==> src/rtl/mem_io_pkg.sv <==
// Shared constants and the address-region enum for the data-memory / memory-mapped I/O stage.
package mem_io_pkg;

  localparam int WORD_W = 32;

  localparam logic [WORD_W-1:0] ADDR_IN0  = 32'h0000_0080;
  localparam logic [WORD_W-1:0] ADDR_IN1  = 32'h0000_0084;
  localparam logic [WORD_W-1:0] ADDR_CNT  = 32'h0000_0088;
  localparam logic [WORD_W-1:0] ADDR_OUT0 = 32'h0000_00C0;
  localparam logic [WORD_W-1:0] ADDR_OUT1 = 32'h0000_00C4;
  localparam logic [WORD_W-1:0] RAM_LIMIT = 32'h0000_0080;

  typedef enum logic [2:0] {
    REG_RAM,
    REG_IN0,
    REG_IN1,
    REG_OUT0,
    REG_OUT1,
    REG_CNT,
    REG_NONE
  } region_t;

endpackage

==> src/rtl/mem_io_unit_sync_chain.sv <==
// Multi-bit flop-chain synchronizer for asynchronous inputs; output lags input by STAGES edges.
module sync_chain #(
  parameter int WIDTH  = 10,
  parameter int STAGES = 2
) (
  input  logic             clock,
  input  logic             reset,
  input  logic [WIDTH-1:0] d,
  output logic [WIDTH-1:0] q
);

  logic [STAGES-1:0][WIDTH-1:0] r_stage;

  always_ff @(posedge clock or posedge reset) begin
    if (reset) begin
      r_stage <= '0;
    end else begin
      r_stage[0] <= d;
      for (int i = 1; i < STAGES; i++) begin
        r_stage[i] <= r_stage[i-1];
      end
    end
  end

  assign q = r_stage[STAGES-1];

endmodule

==> src/rtl/mem_io_unit.sv <==
// Data RAM plus memory-mapped input/output ports; combinational reads, stores commit on the clock edge.
// MEM_IO_CYCLE_COUNTER_EN adds a read/write free-running cycle counter at 0x88.
module mem_io_unit
  import mem_io_pkg::*;
#(
  parameter int RAM_WORDS   = 32,
  parameter int IN_WIDTH    = 10,
  parameter int SYNC_STAGES = 2
) (
  input  logic                clock,
  input  logic                reset,
  input  logic [WORD_W-1:0]   addr,
  input  logic [WORD_W-1:0]   wdata,
  input  logic                we,
  output logic [WORD_W-1:0]   rdata,
  input  logic [IN_WIDTH-1:0] in_port0,
  input  logic [IN_WIDTH-1:0] in_port1,
  output logic [WORD_W-1:0]   out_port0,
  output logic [WORD_W-1:0]   out_port1,
  output logic                addr_err
);

  localparam logic [5:0] RAM_WORDS_L = 6'(RAM_WORDS);

  logic [WORD_W-1:0]   r_ram [RAM_WORDS];
  logic [WORD_W-1:0]   r_out0;
  logic [WORD_W-1:0]   r_out1;
  logic [IN_WIDTH-1:0] w_in0;
  logic [IN_WIDTH-1:0] w_in1;
  logic                w_aligned;
  logic                w_we_ok;
  region_t             w_region;

  sync_chain #(.WIDTH(IN_WIDTH), .STAGES(SYNC_STAGES)) u_sync0 (
    .clock (clock),
    .reset (reset),
    .d     (in_port0),
    .q     (w_in0)
  );

  sync_chain #(.WIDTH(IN_WIDTH), .STAGES(SYNC_STAGES)) u_sync1 (
    .clock (clock),
    .reset (reset),
    .d     (in_port1),
    .q     (w_in1)
  );

  always_comb begin
    w_aligned = (addr[31:8] == '0) && (addr[1:0] == 2'b00);
    w_region  = REG_NONE;
    if (w_aligned) begin
      if (addr[7:0] < RAM_LIMIT[7:0]) begin
        if ({1'b0, addr[6:2]} < RAM_WORDS_L) w_region = REG_RAM;
      end else begin
        case (addr[7:0])
          ADDR_IN0[7:0]:  w_region = REG_IN0;
          ADDR_IN1[7:0]:  w_region = REG_IN1;
          ADDR_OUT0[7:0]: w_region = REG_OUT0;
          ADDR_OUT1[7:0]: w_region = REG_OUT1;
`ifdef MEM_IO_CYCLE_COUNTER_EN
          ADDR_CNT[7:0]:  w_region = REG_CNT;
`endif
          default:        w_region = REG_NONE;
        endcase
      end
    end
  end

  // Input ports are read-only: a store there is an error, not a silent no-op.
  assign addr_err = (w_region == REG_NONE) ||
                    (we && ((w_region == REG_IN0) || (w_region == REG_IN1)));
  assign w_we_ok  = we && !addr_err;

`ifdef MEM_IO_CYCLE_COUNTER_EN
  logic [WORD_W-1:0] r_cnt;

  always_ff @(posedge clock or posedge reset) begin
    if (reset) begin
      r_cnt <= '0;
    end else if (w_we_ok && (w_region == REG_CNT)) begin
      r_cnt <= wdata;
    end else begin
      r_cnt <= r_cnt + 1'b1;
    end
  end
`endif

  always_comb begin
    rdata = '0;
    case (w_region)
      REG_RAM:  rdata = r_ram[addr[6:2]];
      REG_IN0:  rdata = WORD_W'(w_in0);
      REG_IN1:  rdata = WORD_W'(w_in1);
      REG_OUT0: rdata = r_out0;
      REG_OUT1: rdata = r_out1;
`ifdef MEM_IO_CYCLE_COUNTER_EN
      REG_CNT:  rdata = r_cnt;
`endif
      default:  rdata = '0;
    endcase
  end

  always_ff @(posedge clock or posedge reset) begin
    if (reset) begin
      for (int i = 0; i < RAM_WORDS; i++) r_ram[i] <= '0;
    end else if (w_we_ok && (w_region == REG_RAM)) begin
      r_ram[addr[6:2]] <= wdata;
    end
  end

  always_ff @(posedge clock or posedge reset) begin
    if (reset) begin
      r_out0 <= '0;
      r_out1 <= '0;
    end else if (w_we_ok) begin
      if (w_region == REG_OUT0) r_out0 <= wdata;
      if (w_region == REG_OUT1) r_out1 <= wdata;
    end
  end

  assign out_port0 = r_out0;
  assign out_port1 = r_out1;

endmodule

==> config.mk <==
export PLATFORM = sky130hd
export DESIGN_NAME = mem_io_unit
export DESIGN_NICKNAME = d
export VERILOG_FILES = /design/src/rtl/mem_io_pkg.sv /design/src/rtl/mem_io_unit_sync_chain.sv /design/src/rtl/mem_io_unit.sv
export SDC_FILE = /design/constraint.sdc
export NUM_CORES = 2
export LEC_CHECK = 0
export CORE_MARGIN = 2
export CORE_UTILIZATION = 40
export DETAILED_ROUTE_END_ITERATION = 12
export PLACE_DENSITY = 0.66
export SYNTH_ARGS = -nofsm -noshare
export SYNTH_HDL_FRONTEND = slang
export SYNTH_SLANG_ARGS = --single-unit
export TNS_END_PERCENT = 10
==> constraint.sdc <==
create_clock -name clock -period 37 [get_ports clock]
set_clock_uncertainty 0.15 [all_clocks]
set_input_delay 7.4 -clock clock [delete_from_list [all_inputs] [get_ports clock]]
set_output_delay 7.4 -clock clock [all_outputs]
set_load 0.005 [all_outputs]
# Word level (Yosys, flattened, before mapping)
# Cells that the tools add are included.
# W data, S select, Z words.
[op_classes] div_mod_pow=0 shift=0 n_mul=0 n_bitwise=1 n_lt_le_gt_ge=3 n_mux=10 n_reduce_logical=13 add_sub_neg=0 n_eq_ne=9
[ops] op="$bwmux W1024" n=1
[ops] op="$bmux W32 S5" n=1
[ops] op="$demux W32 S5" n=1
[ops] op="$pmux W32 S5" n=1
[ops] op="$mux W32" n=3
[ops] op="$eq A8 B8 Y1 const B" n=4
[ops] op="$logic_not A24 Y1" n=1
[ops] op="$pmux W3 S4" n=1
[ops] op="$lt A8 B8 Y1 const B" n=1
[ops] op="$eq A3 B2 Y1 const B" n=2
[ops] op="$eq A3 B3 Y1 const B" n=2
[ops] op="$ge A6 B6 Y1 const B" n=1
[ops] op="$lt A6 B1 Y1 const B" n=1
[ops] op="$mux W3" n=2
[ops] op="$not A5 Y6" n=1
[ops] op="$logic_and A1 B1 Y1" n=5
[ops] op="$reduce_and A2 Y1" n=2
[ops] op="$eq A3 B1 Y1 const B" n=1
[ops] op="$logic_not A3 Y1" n=1
[ops] op="$logic_not A2 Y1" n=1
[ops] op="$logic_or A1 B1 Y1" n=2
[ops] op="$logic_not A1 Y1" n=1
[totals] ramBits=0 reg_bits=1128 word_cells=74 out_inout_bits=97 inputBits=87 memories=0 latch_bits=0 romBits=0

# Longest topological paths before layout
[logic_depth] depth_word=11 depth_mapped=10 depth_no_buf=5

# Cells and area by module
# A second synthesis with hierarchy kept.
[hier_totals] cells_unflattened=3399 area_unflattened_um2=51060.2
[by_module_without_submodules] mod="mem_io_unit" seq_area_each_um2=27226.1 instances=1 area_each_um2=49901.6 cells_each=3337
[by_module_without_submodules] mod="sync_chain" seq_area_each_um2=500.5 instances=2 area_each_um2=579.3 cells_each=31

# Worst setup path after synthesis
# OpenSTA, ideal clock, no wires.
[synth_timing] kind="input-to-output" start="in addr[2]" end="out rdata[5]" stages=9 n_path_buf=5 arrival_time_ns=9.060 slack_ns=20.390 required_time_ns=29.450 cell_sequence="buf_2 buf_4 buf_4 buf_4 buf_2 mux2i_1 a221oi_1 nand4_1 o22ai_1"
[synth_between] elab_chain_cells=6 elab_cells_between_ends=18 cone_classes="1 x order compare; 8 x eq/ne; 7 x mux; 1 x bitwise; 1 x reduce/logical"
[synth_lines] item="start: declaration" line="mem_io_unit.sv:12" source="input logic [WORD_W-1:0] addr,"
[synth_lines] item="parallel branches: the longest is 5 deep, another holds $lt A8 B8 Y1"
[synth_lines] item="$pmux W32 S5 (*)" line="mem_io_unit.sv:90" source="case (w_region)"
[synth_lines] item="end: declaration" line="mem_io_unit.sv:15" source="output logic [WORD_W-1:0] rdata,"
# Every way passes the cells marked *. The select of a mux whose other input is x is not followed.

# Final worst setup path
[layout_timing] start="in addr[2]" end="out rdata[17]"
# Same word-level chain as after synthesis.

==> summary.txt <==
status -> complete, no violations
RSZ-0062 raised after global routing -> false
antenna viol nets, final -> 0
largest net degree at the start of global routing -> 181
Boundary Pins -> 184
placer congestion estimate -> 0.769
post-synth top area cell -> dfrtp_1
setup TNS -> 0 ns
Initial Utilization -> 40.3%
CTS root buf -> clkbuf_16
Synthesis Warnings -> 0
Hold Path Depth -> 0
max-slew violations -> 0
initial antenna violation count -> 6
critical path's slowest cell -> buf_4
final worst path period share -> 54.1%
CP Cell Sequence -> buf_8 -> buf_4 -> buf_4 -> buf_4 -> mux2i_1 -> a22oi_1 -> nand4_1 -> nor4_1 -> a221o_1 -> clkdlybuf4s50_1
Yosys reg bits -> 1,128
dpl cell area -> 54,400 um^2
Filler cells -> 11,208
Worst Max-Slew Pin Slew -> 1.35 ns
nets -> 3,571
via count -> 30,528
drt first-iter violations -> 2,581
Rows -> 131
Hold-fix buffers, CTS -> 0
area grow syn2layout -> 13.2%
storage element area -> 28,200 um^2
max-cap viol count -> 0
R2R cell count -> 1
Die Ht -> 363 um
PwrDens -> 43.5 nW/um^2
layout cells sized above 1 -> 40.4%
worst skew pair latency -> 0.69 ns
worst path required time -> 29.45 ns
CP max stage delay -> 0.94 ns
Slew headroom -> 9.97%
Avg Cell Area, Syn -> 15.1 um^2
H-tree depth -> 3
Async SR Flop Fraction -> 100%
RR Endpoint -> out_port0[7]
Tmin final -> 20.03 ns
startpoint types -> input pin
R2R Path Start -> out_port0[7]
Final HPWL DP -> 86,100 um
final WL -> 150,000 um
Hold Fails Final Rpt -> 0
syn nets -> 3,490
Inst Count DP -> 5,029
Critical Path Most Common Cell -> buf_4
CP arrival -> 12.48 ns
Port Buf Inserts -> 183
die width -> 363 um
final setup fails -> 0
Worst-path clk slew -> 0.06 ns
Pwr Total -> 2.53 mW
Crit. Startpoint -> addr[2]
Pleak -> 28.1 nW
GR Util All Layers -> 22.8%
DRC viols -> 0
non-filler cells, final -> 5,239
GRT Residual Overflow -> 0
dominant synthesized flop cell -> dfrtp_1
first-pass GRT wire length -> 221,000 um
Hold WC Path Type -> reg -> reg
drt pass-1 iters -> 7
DIE AREA -> 131,000 um^2
CTS tree -> built
cells after synthesis -> 3,403
Routed WL per cell -> 28.7 um
R2R Setup Slk -> 36.02 ns
Critical Path Sink Type -> primary output
Vias/cell -> 5.83
WS Path Type -> in -> out
Mapped Area -> 51,400 um^2
Critical Path End -> rdata[17]
Post-CTS Setup Repair Bufs -> 0
vias in the first global route -> 31,382
sequential-to-total area share from yosys stat -> 54.9%
TritonCTS Buffers -> 115
post-cts resize count -> 0
ranking of synthesized cells by area -> dfrtp_1 (55%), mux2_2 (21%), mux2i_1 (6.7%)
IR drop worst, VDD -> 0.0000368 V
multi-input logic area -> 21,400 um^2
final instance area -> 58,200 um^2
Synth top area share -> 54.9%
clock sink count -> 1,128
Synth cell types -> 50
Core Area -> 128,000 um^2
crit path max fanout -> 83
f_max -> 49.9 MHz
CTS Buffer Depth -> 3
number of synthesized flops with an enable pin -> 0
==> worst max-delay path, delay by kind of cell <==
| family | cells | cell delay, ns |
|---|---|---|
| AOI/OAI and AO/OA | 2 | 0.43 |
| buffers and inverters | 5 | 3.66 |
| muxes | 1 | 0.19 |
| and+or+nand+nor | 2 | 0.60 |
==> Yosys cell counts (all sizes together), types with 2 or more instances <==
cell,number
nor2,23
o311ai,2
inv,3
mux2i,344
a221oi,20
nor4b,4
a21o,8
nand4,39
a21oi,3
nor4bb,5
nor3,6
nand3b,3
or4,3
a31oi,3
nor4,41
a2111oi,3
and4b,4
dfrtp,1128
a22oi,128
buf,179
and2,2
mux2,1090
mux4,90
nand3,6
nand2,13
clkbuf,148
a221o,22
o21ai,5
o22ai,45
or3,5
a22o,20
==> through the flow <==
step / setup slack [ns] / utilization [%] / hold WS, ns
2_1_floorplan: 13.88 / - / 0.181
5_1_grt: 16.51 / 45.7 / 0.180
6_report: 16.97 / 45.7 / 0.180
3_3_place_gp: 16.91 / 42.7 / 0.185
4_1_cts: 16.88 / 45.7 / 0.179
3_5_place_dp: 16.90 / 42.7 / 0.186
==> per-layer routing <==
metal | up-vias | track usage (%) | share of wire, %
met2 | 952 | 35.0 | 45
met1 | 16542 | 32.7 | 46
met3 | 242 | 3.92 | 5.9
met5 | - | 0 | 0
li1 | 12792 | - | -
met4 | 0 | 7.42 | 3.2
==> final cells by class <==
class                   count  area share (%)
diodes                      2         0.00859
clock buffers             176            6.01
clock inverters            32           0.559
inverters                   3          0.0258
multi-input cells        1945            36.7
flip-flops and latches   1128            48.5
well taps                1662            3.57
repair buffers            291            4.60
==> cells by family after synthesis <==
group | Yosys count | share of synthesized area [%]
and+or+nand+nor | 161 | 2.52
buffers and inverters | 330 | 3.81
DFF | 1128 | 54.9
AOI/OAI and AO/OA | 260 | 3.86
muxes | 1524 | 34.9
==> sequential cells by signal, indices dropped and copies added, names as in the netlist <==
name and cells:
u_sync0.r_stage 10, u_sync0.q 10, out_port1 32, out_port0 32, r_ram 1024, u_sync1.q 10
u_sync1.r_stage 10
==> worst min-delay path by stage <==
stage / from / endpoint / slack (ns)
floorplan: u_sync0.r_stage[0] / u_sync0.q[0] / 0.18
global placement: u_sync1.r_stage[9] / u_sync1.q[9] / 0.18
detailed placement: u_sync1.r_stage[1] / u_sync1.q[1] / 0.19
CTS: u_sync1.r_stage[4] / u_sync1.q[4] / 0.18
global route: u_sync1.r_stage[4] / u_sync1.q[4] / 0.18
finish: u_sync1.r_stage[4] / u_sync1.q[4] / 0.18
==> cells in the final DEF, fill, tap and decap left out, types with 28 or more instances in the layout <==
cell type | synthesis | routed
a22oi_1 | 128 | 128
buf_4 | 40 | 106
clkbuf_16 | 0 | 118
clkbuf_8 | 0 | 33
clkdlybuf4s50_1 | 0 | 180
dfrtp_1 | 1128 | 1128
mux2_1 | 82 | 82
mux2_2 | 948 | 948
mux2_4 | 60 | 60
mux2i_1 | 344 | 344
mux4_2 | 90 | 90
nand4_1 | 39 | 39
nor4_1 | 30 | 28
o22ai_1 | 45 | 45
==> power by group <==
part	internal, mW	switching [mW]
Combinational	0.0344	0.0860
Clock	0.683	0.494
Sequential	1.24	0.000668
(Power assumes the default switching activity.)
